`src/rtl/serial_frame_rx_pkg.sv`:
```
// Shared definitions for the serial frame receiver: FSM state encodings and
// the default frame format (sync pattern, payload and counter widths), so the
// receiver and the matching generator agree on one description of a frame.
// Optional feature macro: SFRX_PARITY_CHECK_EN (one even-parity bit after payload).
package serial_frame_rx_pkg;

  typedef enum logic [1:0] {
    ST_HUNT   = 2'd0,
    ST_DATA   = 2'd1,
    ST_PARITY = 2'd2
  } sfrx_state_e;

  localparam int         SFRX_SYNC_W   = 8;
  localparam logic [7:0] SFRX_SYNC_PAT = 8'hA7;
  localparam int         SFRX_DATA_W   = 8;
  localparam int         SFRX_CNT_W    = 8;

endpackage

```
`src/rtl/serial_frame_rx_if.sv`:
```
// Serial line plus received-word bundle between the bit source (master) and
// the frame receiver (slave).
interface serial_frame_rx_if #(
  parameter int DATA_W = 8,
  parameter int CNT_W  = 8
);
  logic              din;
  logic [DATA_W-1:0] data_out;
  logic              data_valid;
  logic              parity_err;
  logic              busy;
  logic [CNT_W-1:0]  frame_cnt;

  modport master (
    output din,
    input  data_out, data_valid, parity_err, busy, frame_cnt
  );

  modport slave (
    input  din,
    output data_out, data_valid, parity_err, busy, frame_cnt
  );
endinterface

```
`src/rtl/sfrx_sync_detect.sv`:
```
// Sync hunter: keeps the recent line history and flags when that history plus
// the bit currently on the line equals the sync pattern. Only the newest
// SYNC_W-1 bits are stored, since the oldest bit of a full window can never
// take part in a future comparison.
module sfrx_sync_detect #(
  parameter int              SYNC_W   = 8,
  parameter logic [SYNC_W-1:0] SYNC_PAT = 8'hA7
) (
  input  logic clk,
  input  logic rst,
  input  logic shift_en_i,
  input  logic clr_i,
  input  logic din_i,
  output logic match_o
);

  logic [SYNC_W-2:0] hist_q, hist_d;
  logic [SYNC_W-1:0] window;

  assign window  = {hist_q, din_i};
  assign match_o = shift_en_i && (window == SYNC_PAT);

  // Next history: clear after a frame so stale bits never complete a match.
  always_comb begin
    hist_d = hist_q;
    if (clr_i) begin
      hist_d = '0;
    end else if (shift_en_i) begin
      hist_d = window[SYNC_W-2:0];
    end
  end

  // History register.
  always_ff @(posedge clk or posedge rst) begin
    if (rst) begin
      hist_q <= '0;
    end else begin
      hist_q <= hist_d;
    end
  end

endmodule

```
`src/rtl/serial_frame_rx.sv`:
```
// Serial frame receiver: hunts for the sync pattern, shifts in one payload
// word MSB-first, optionally checks one even-parity bit, then presents the
// word with a one-cycle valid strobe one cycle after the final bit.
// Optional feature macro: SFRX_PARITY_CHECK_EN.
module serial_frame_rx
  import serial_frame_rx_pkg::*;
#(
  parameter int                SYNC_W   = SFRX_SYNC_W,
  parameter logic [SYNC_W-1:0] SYNC_PAT = SFRX_SYNC_PAT,
  parameter int                DATA_W   = SFRX_DATA_W,
  parameter int                CNT_W    = SFRX_CNT_W
) (
  input  logic             clk,
  input  logic             rst,
  serial_frame_rx_if.slave bus
);

  localparam int              BC_W     = (DATA_W > 1) ? $clog2(DATA_W) : 1;
  localparam logic [BC_W-1:0] LAST_BIT = BC_W'(DATA_W - 1);

  sfrx_state_e       state_q, state_d;
  logic [BC_W-1:0]   bit_cnt_q, bit_cnt_d;
  logic [DATA_W-1:0] payload_q, payload_d;
  logic              done_q;
  logic [DATA_W-1:0] data_out_q;
  logic              data_valid_q;
  logic [CNT_W-1:0]  frame_cnt_q;

  logic sync_match;
  logic hunt_en;
  logic shift_en;
  logic frame_end;
  logic busy;
  logic last_bit;

  assign last_bit = (bit_cnt_q == LAST_BIT);

  sfrx_sync_detect #(
    .SYNC_W   (SYNC_W),
    .SYNC_PAT (SYNC_PAT)
  ) u_sync_detect (
    .clk        (clk),
    .rst        (rst),
    .shift_en_i (hunt_en),
    .clr_i      (frame_end),
    .din_i      (bus.din),
    .match_o    (sync_match)
  );

  // FSM state register.
  always_ff @(posedge clk or posedge rst) begin
    if (rst) begin
      state_q <= ST_HUNT;
    end else begin
      state_q <= state_d;
    end
  end

  // FSM next state: HUNT -> DATA on sync, DATA -> (PARITY) -> HUNT.
  always_comb begin
    state_d = state_q;
    unique case (state_q)
      ST_HUNT: begin
        if (sync_match) state_d = ST_DATA;
      end
      ST_DATA: begin
`ifdef SFRX_PARITY_CHECK_EN
        if (last_bit) state_d = ST_PARITY;
`else
        if (last_bit) state_d = ST_HUNT;
`endif
      end
`ifdef SFRX_PARITY_CHECK_EN
      ST_PARITY: state_d = ST_HUNT;
`endif
      default: state_d = ST_HUNT;
    endcase
  end

`ifdef SFRX_PARITY_CHECK_EN
  logic par_en;
`endif

  // FSM outputs: which datapath element samples the line this cycle.
  always_comb begin
    hunt_en   = 1'b0;
    shift_en  = 1'b0;
    frame_end = 1'b0;
    busy      = 1'b0;
`ifdef SFRX_PARITY_CHECK_EN
    par_en    = 1'b0;
`endif
    unique case (state_q)
      ST_HUNT: hunt_en = 1'b1;
      ST_DATA: begin
        shift_en = 1'b1;
        busy     = 1'b1;
`ifndef SFRX_PARITY_CHECK_EN
        frame_end = last_bit;
`endif
      end
`ifdef SFRX_PARITY_CHECK_EN
      ST_PARITY: begin
        par_en    = 1'b1;
        busy      = 1'b1;
        frame_end = 1'b1;
      end
`endif
      default: ;
    endcase
  end

  // Payload shifter and bit counter next values; counter rests at 0 outside DATA.
  always_comb begin
    bit_cnt_d = shift_en ? (bit_cnt_q + BC_W'(1)) : '0;
    payload_d = shift_en ? {payload_q[DATA_W-2:0], bus.din} : payload_q;
  end

  // Payload, bit counter and final-bit marker registers.
  always_ff @(posedge clk or posedge rst) begin
    if (rst) begin
      bit_cnt_q <= '0;
      payload_q <= '0;
      done_q    <= 1'b0;
    end else begin
      bit_cnt_q <= bit_cnt_d;
      payload_q <= payload_d;
      done_q    <= frame_end;
    end
  end

  // Frame completion: publish word, strobe valid, bump the wrapping counter.
  always_ff @(posedge clk or posedge rst) begin
    if (rst) begin
      data_valid_q <= 1'b0;
      data_out_q   <= '0;
      frame_cnt_q  <= '0;
    end else begin
      data_valid_q <= done_q;
      if (done_q) begin
        data_out_q  <= payload_q;
        frame_cnt_q <= frame_cnt_q + CNT_W'(1);
      end
    end
  end

`ifdef SFRX_PARITY_CHECK_EN
  logic par_bit_q;
  logic parity_err_q;

  // Capture the parity bit and flag an even-parity mismatch at completion.
  always_ff @(posedge clk or posedge rst) begin
    if (rst) begin
      par_bit_q    <= 1'b0;
      parity_err_q <= 1'b0;
    end else begin
      if (par_en) par_bit_q <= bus.din;
      if (done_q) parity_err_q <= ((^payload_q) != par_bit_q);
    end
  end

  assign bus.parity_err = parity_err_q;
`else
  assign bus.parity_err = 1'b0;
`endif

  assign bus.data_out   = data_out_q;
  assign bus.data_valid = data_valid_q;
  assign bus.busy       = busy;
  assign bus.frame_cnt  = frame_cnt_q;

endmodule

```
`src/flat_wrapper.sv`:
```
// flat-port wrapper written by rule: the top's interface ports become plain ports
module serial_frame_rx_flat import serial_frame_rx_pkg::*;
#(
  parameter int                SYNC_W   = SFRX_SYNC_W,
  parameter logic [SYNC_W-1:0] SYNC_PAT = SFRX_SYNC_PAT,
  parameter int                DATA_W   = SFRX_DATA_W,
  parameter int                CNT_W    = SFRX_CNT_W
)
  (clk, rst, bus_din, bus_data_out, bus_data_valid, bus_parity_err, bus_busy, bus_frame_cnt);
  serial_frame_rx_if #(.DATA_W(DATA_W), .CNT_W(CNT_W)) bus_i ();
  input  logic clk;
  input  logic rst;
  input wire logic [$bits(bus_i.din)-1:0] bus_din;
  output wire logic [$bits(bus_i.data_out)-1:0] bus_data_out;
  output wire logic [$bits(bus_i.data_valid)-1:0] bus_data_valid;
  output wire logic [$bits(bus_i.parity_err)-1:0] bus_parity_err;
  output wire logic [$bits(bus_i.busy)-1:0] bus_busy;
  output wire logic [$bits(bus_i.frame_cnt)-1:0] bus_frame_cnt;
  assign bus_i.din = bus_din;
  assign bus_data_out = bus_i.data_out;
  assign bus_data_valid = bus_i.data_valid;
  assign bus_parity_err = bus_i.parity_err;
  assign bus_busy = bus_i.busy;
  assign bus_frame_cnt = bus_i.frame_cnt;
  serial_frame_rx #(.SYNC_W(SYNC_W), .SYNC_PAT(SYNC_PAT), .DATA_W(DATA_W), .CNT_W(CNT_W)) u_core (.clk(clk), .rst(rst), .bus(bus_i));
endmodule
```
`config.mk`:
```
export PLATFORM = sky130hd
export DESIGN_NAME = serial_frame_rx_flat
export DESIGN_NICKNAME = d
export VERILOG_FILES = /design/src/rtl/serial_frame_rx_pkg.sv /design/src/rtl/serial_frame_rx_if.sv /design/src/rtl/sfrx_sync_detect.sv /design/src/rtl/serial_frame_rx.sv /design/src/flat_wrapper.sv
export SDC_FILE = /design/constraint.sdc
export NUM_CORES = 1
export LEC_CHECK = 0
export BUFFER_PORTS_ARGS = -buffer_cell sky130_fd_sc_hd__buf_2
export CORE_UTILIZATION = 40
export DETAILED_ROUTE_END_ITERATION = 16
export PLACE_DENSITY = 0.65
export SLEW_MARGIN = 40
export SYNTH_ARGS = -nofsm -noshare
export SYNTH_HDL_FRONTEND = slang
export SYNTH_SLANG_ARGS = --single-unit
export TNS_END_PERCENT = 10
```
`constraint.sdc`:
```
create_clock -name clk -period 1.4 [get_ports clk]
set_input_delay 0 -clock clk [delete_from_list [all_inputs] [get_ports clk]]
set_output_delay 0 -clock clk [all_outputs]
set_load 0.01 [all_outputs]
```
==> flow_summary.yaml <==
power_and_ir_drop:
  intPower_mw: 2.04
  p_leak_nw: 0.857
  swShare_pct: 27.7
  power.density_nw_per_um2: 1610
  ir_worst_vdd_mv: 0.735
  pwr-share-clk_pct: 25.7
  p_sw_mw: 0.780
  p_comb_share_pct: 19.3
  seqPwrFrac_pct: 54.9
floorplan:
  coreArea_sq_um: 3440
  floorplan.initialDensity_pct: 43.0
  ios: 22
  rows: 21
  die_x_um: 62.8
  die_h_um: 62.8
  dieArea_sq_um: 3950
min_path:
  hp-class: "in2async"
critical_path:
  critPathCaptureType: "flop"
  critical_path.startpoint: "u_core.bit_cnt_q[0]$_DFF_PP0_"
  cp-endpoint: "u_core.u_sync_detect.hist_q[6]$_DFFE_PP0P_"
  path_max_fanout: 8
  worstPathCellList: "ha_1 > ha_1 > nand2b_1 > o22ai_1"
  r2r_cells: 4
  slowest_delay_ns: 0.39
  slowest_stage: "dfrtp_1"
  critPathKind: "reg2reg"
  critPathLaunchType: "flop"
  cp.required_ns: 1.60
  crit_top_cell: "ha_1"
  rr_startpoint: "u_core.bit_cnt_q[0]$_DFF_PP0_"
  critPathArrivalTime_ns: 1.46
  r2r-end: "u_core.u_sync_detect.hist_q[6]$_DFFE_PP0P_"
  r2r_setup_slack_ns: 0.14
timing:
  finalCritPeriodShare_pct: 89.9
  fin_skew_ns: 0.00193
  rsz0062_at_grt: "no"
  finalSetupTns_ns: 0
  setup_violations: 0
  slew_violations: 0
  min_period_ns: 1.26
  final_hold_viol_count: 0
  max_freq_mhz: 795
job:
  drv_cap: 0
logic_synthesis:
  ys_ff_latch: 37
  avgSynthCellArea_sq_um: 13.6
  seq_area_frac_synth_pct: 62.6
  syn_area_sq_um: 1480
  ys_types: 23
  ys_warn_count: 0
  postSynthCellCount: 109
  synth_nets: 115
status:
  outcome: "completed"
detailed_routing:
  drt-total-wl_um: 2230
  routedWlPerCell_um: 12.1
  vias: 858
  drc: 0
  drtIter0Drc: 30
  drt_first_pass_iters: 4
  final_antenna_net_count: 0
  vias_per_cell: 4.66
global_routing:
  grt_pass1_wl_um: 4170
  grt_pass1_vias: 907
  grt.total_usage_pct: 13.9
  grt_max_degree: 38
  antenna_found_initial: 0
  overflow: 0
final_layout:
  layout.cells.non_filler: 184
  final_cell_mix: "dfrtp_1, buf_2, mux2_2"
  fin_util_pct: 50.7
  final_layout_size_suffix_gt1_share_pct: 37.7
  layout_commonest_cell: "dfrtp_1"
  n_antenna_cell: 0
  register_area_sq_um: 926
  multi_input_area_sq_um: 484
  syn_to_final_growth_pct: 17.9
  nNetsFinal: 144
  fill_cells: 321
clock_network:
  postCtsHoldBufs: 2
  root_buffer: "clkbuf_8"
  cts.sinks: 37
  insertion_delay_ns: 0.28
  h-tree-depth: 2
  cts_setup_buffers: 0
  clockBufferDepth: 2
  cts.reportedPaths.clkPinSlew_ns: 0.07
  cts_buffers: 5
  post_cts_resized: 0
  cts_tree: "yes"
place:
  place.gp.congestion: 0.686
  hpwl_um: 1590
  dp.cells: 175
  port_buffers: 20
==> layout make-up <==
cell class	count	share of cell area, %
flip-flops and latches	37	53.0
multi-input cells	58	27.7
repair buffers	27	9.03
clock buffers	7	4.95
well taps	46	3.30
inverters	9	1.94
==> critical path, delay by kind of cell, from the launching register on <==
family                   cells  cell delay (ns)
AND/OR/NAND/NOR              1             0.20
flip-flops                   1             0.39
adder cells (fa/ha/maj)      2             0.46
AO/OA/AOI/OAI                1             0.13
==> cell usage after synthesis <==
cell type,instances,area (sq um)
dfrtp_1,37,926
mux2_2,17,191
inv_1,9,33.8
nand2_1,9,33.8
o22ai_1,7,43.8
xnor2_1,4,35.0
and2_1,3,18.8
ha_1,3,37.5
xor2_1,3,26.3
buf_2,2,10.0
buf_4,2,15.0
nand4_1,2,12.5
and3_1,1,6.26
buf_6,1,11.3
conb_1,1,3.75
nand2b_1,1,6.26
nand3_1,1,5.00
nand4_2,1,12.5
nor2_1,1,3.75
nor2b_1,1,6.26
nor3_2,1,10.0
nor4b_2,1,15.0
o41ai_2,1,16.3
==> per-stage QoR <==
stage | power, mW | setup slack [ns] | area, sq um | hold WS (ns)
6_report | 2.82 | 0.141 | 1750 | 0.364
5_1_grt | 3.01 | 0.000154 | 1750 | 0.408
4_1_cts | 2.86 | 0.125 | 1750 | 0.374
3_5_place_dp | 2.12 | 0.122 | 1640 | 0.132
3_3_place_gp | 2.08 | 0.196 | 1640 | 0.121
2_1_floorplan | 1.96 | 0.233 | 1480 | 0.139
==> sequential cells by signal (all words and copies together), names as in the netlist <==
register                     count
u_core.u_sync_detect.hist_q      7
u_core.payload_q                 8
u_core.done_q                    1
u_core.state_q                   1
u_core.bus.frame_cnt             8
u_core.bus.data_valid            1
u_core.bit_cnt_q                 3
u_core.bus.data_out              8
==> how the worst min path moves through the flow <==
stage	startpoint	end	slack, ns	cells past startpoint
floorplan	bus_din	u_core.u_sync_detect.hist_q[0]$_DFFE_PP0P_	0.14	2
CTS	rst	u_core.bus.data_out[3]$_DFFE_PP0P_	0.37	4
detailed placement	rst	u_core.bus.data_out[4]$_DFFE_PP0P_	0.13	3
finish	rst	u_core.bus.data_out[4]$_DFFE_PP0P_	0.36	4
global route	rst	u_core.bus.data_out[4]$_DFFE_PP0P_	0.41	4
global placement	rst	u_core.bus.frame_cnt[7]$_DFFE_PP0P_	0.12	3
==> power by group through the flow <==
stage	clock network (mW)	logic, mW	registers (mW)
3_3_place_gp	0	0.527	1.55
6_report	0.725	0.544	1.55
5_1_grt	0.803	0.622	1.59
2_1_floorplan	0	0.483	1.48
3_5_place_dp	0	0.555	1.57
4_1_cts	0.751	0.558	1.55
==> cell families after synthesis <==
group	after synthesis	synth area share, %
simple gates	22	8.79
other cells	1	0.253
compound gates	8	4.06
xor+xnor	7	4.14
buf+inv	14	4.73
mux	17	12.9
fa+ha+maj	3	2.54
flops	37	62.6
==> layer usage <==
layer / track usage [%] / wire (um) / share of wire [%]
met1: 17.1 / 1020 / 46
met2: 22.3 / 1100 / 49
met3: 4.93 / 100 / 4.5
met4: 5.23 / 15 / 0.67
met5: 0 / 0 / 0
(Power assumes the default switching activity.)
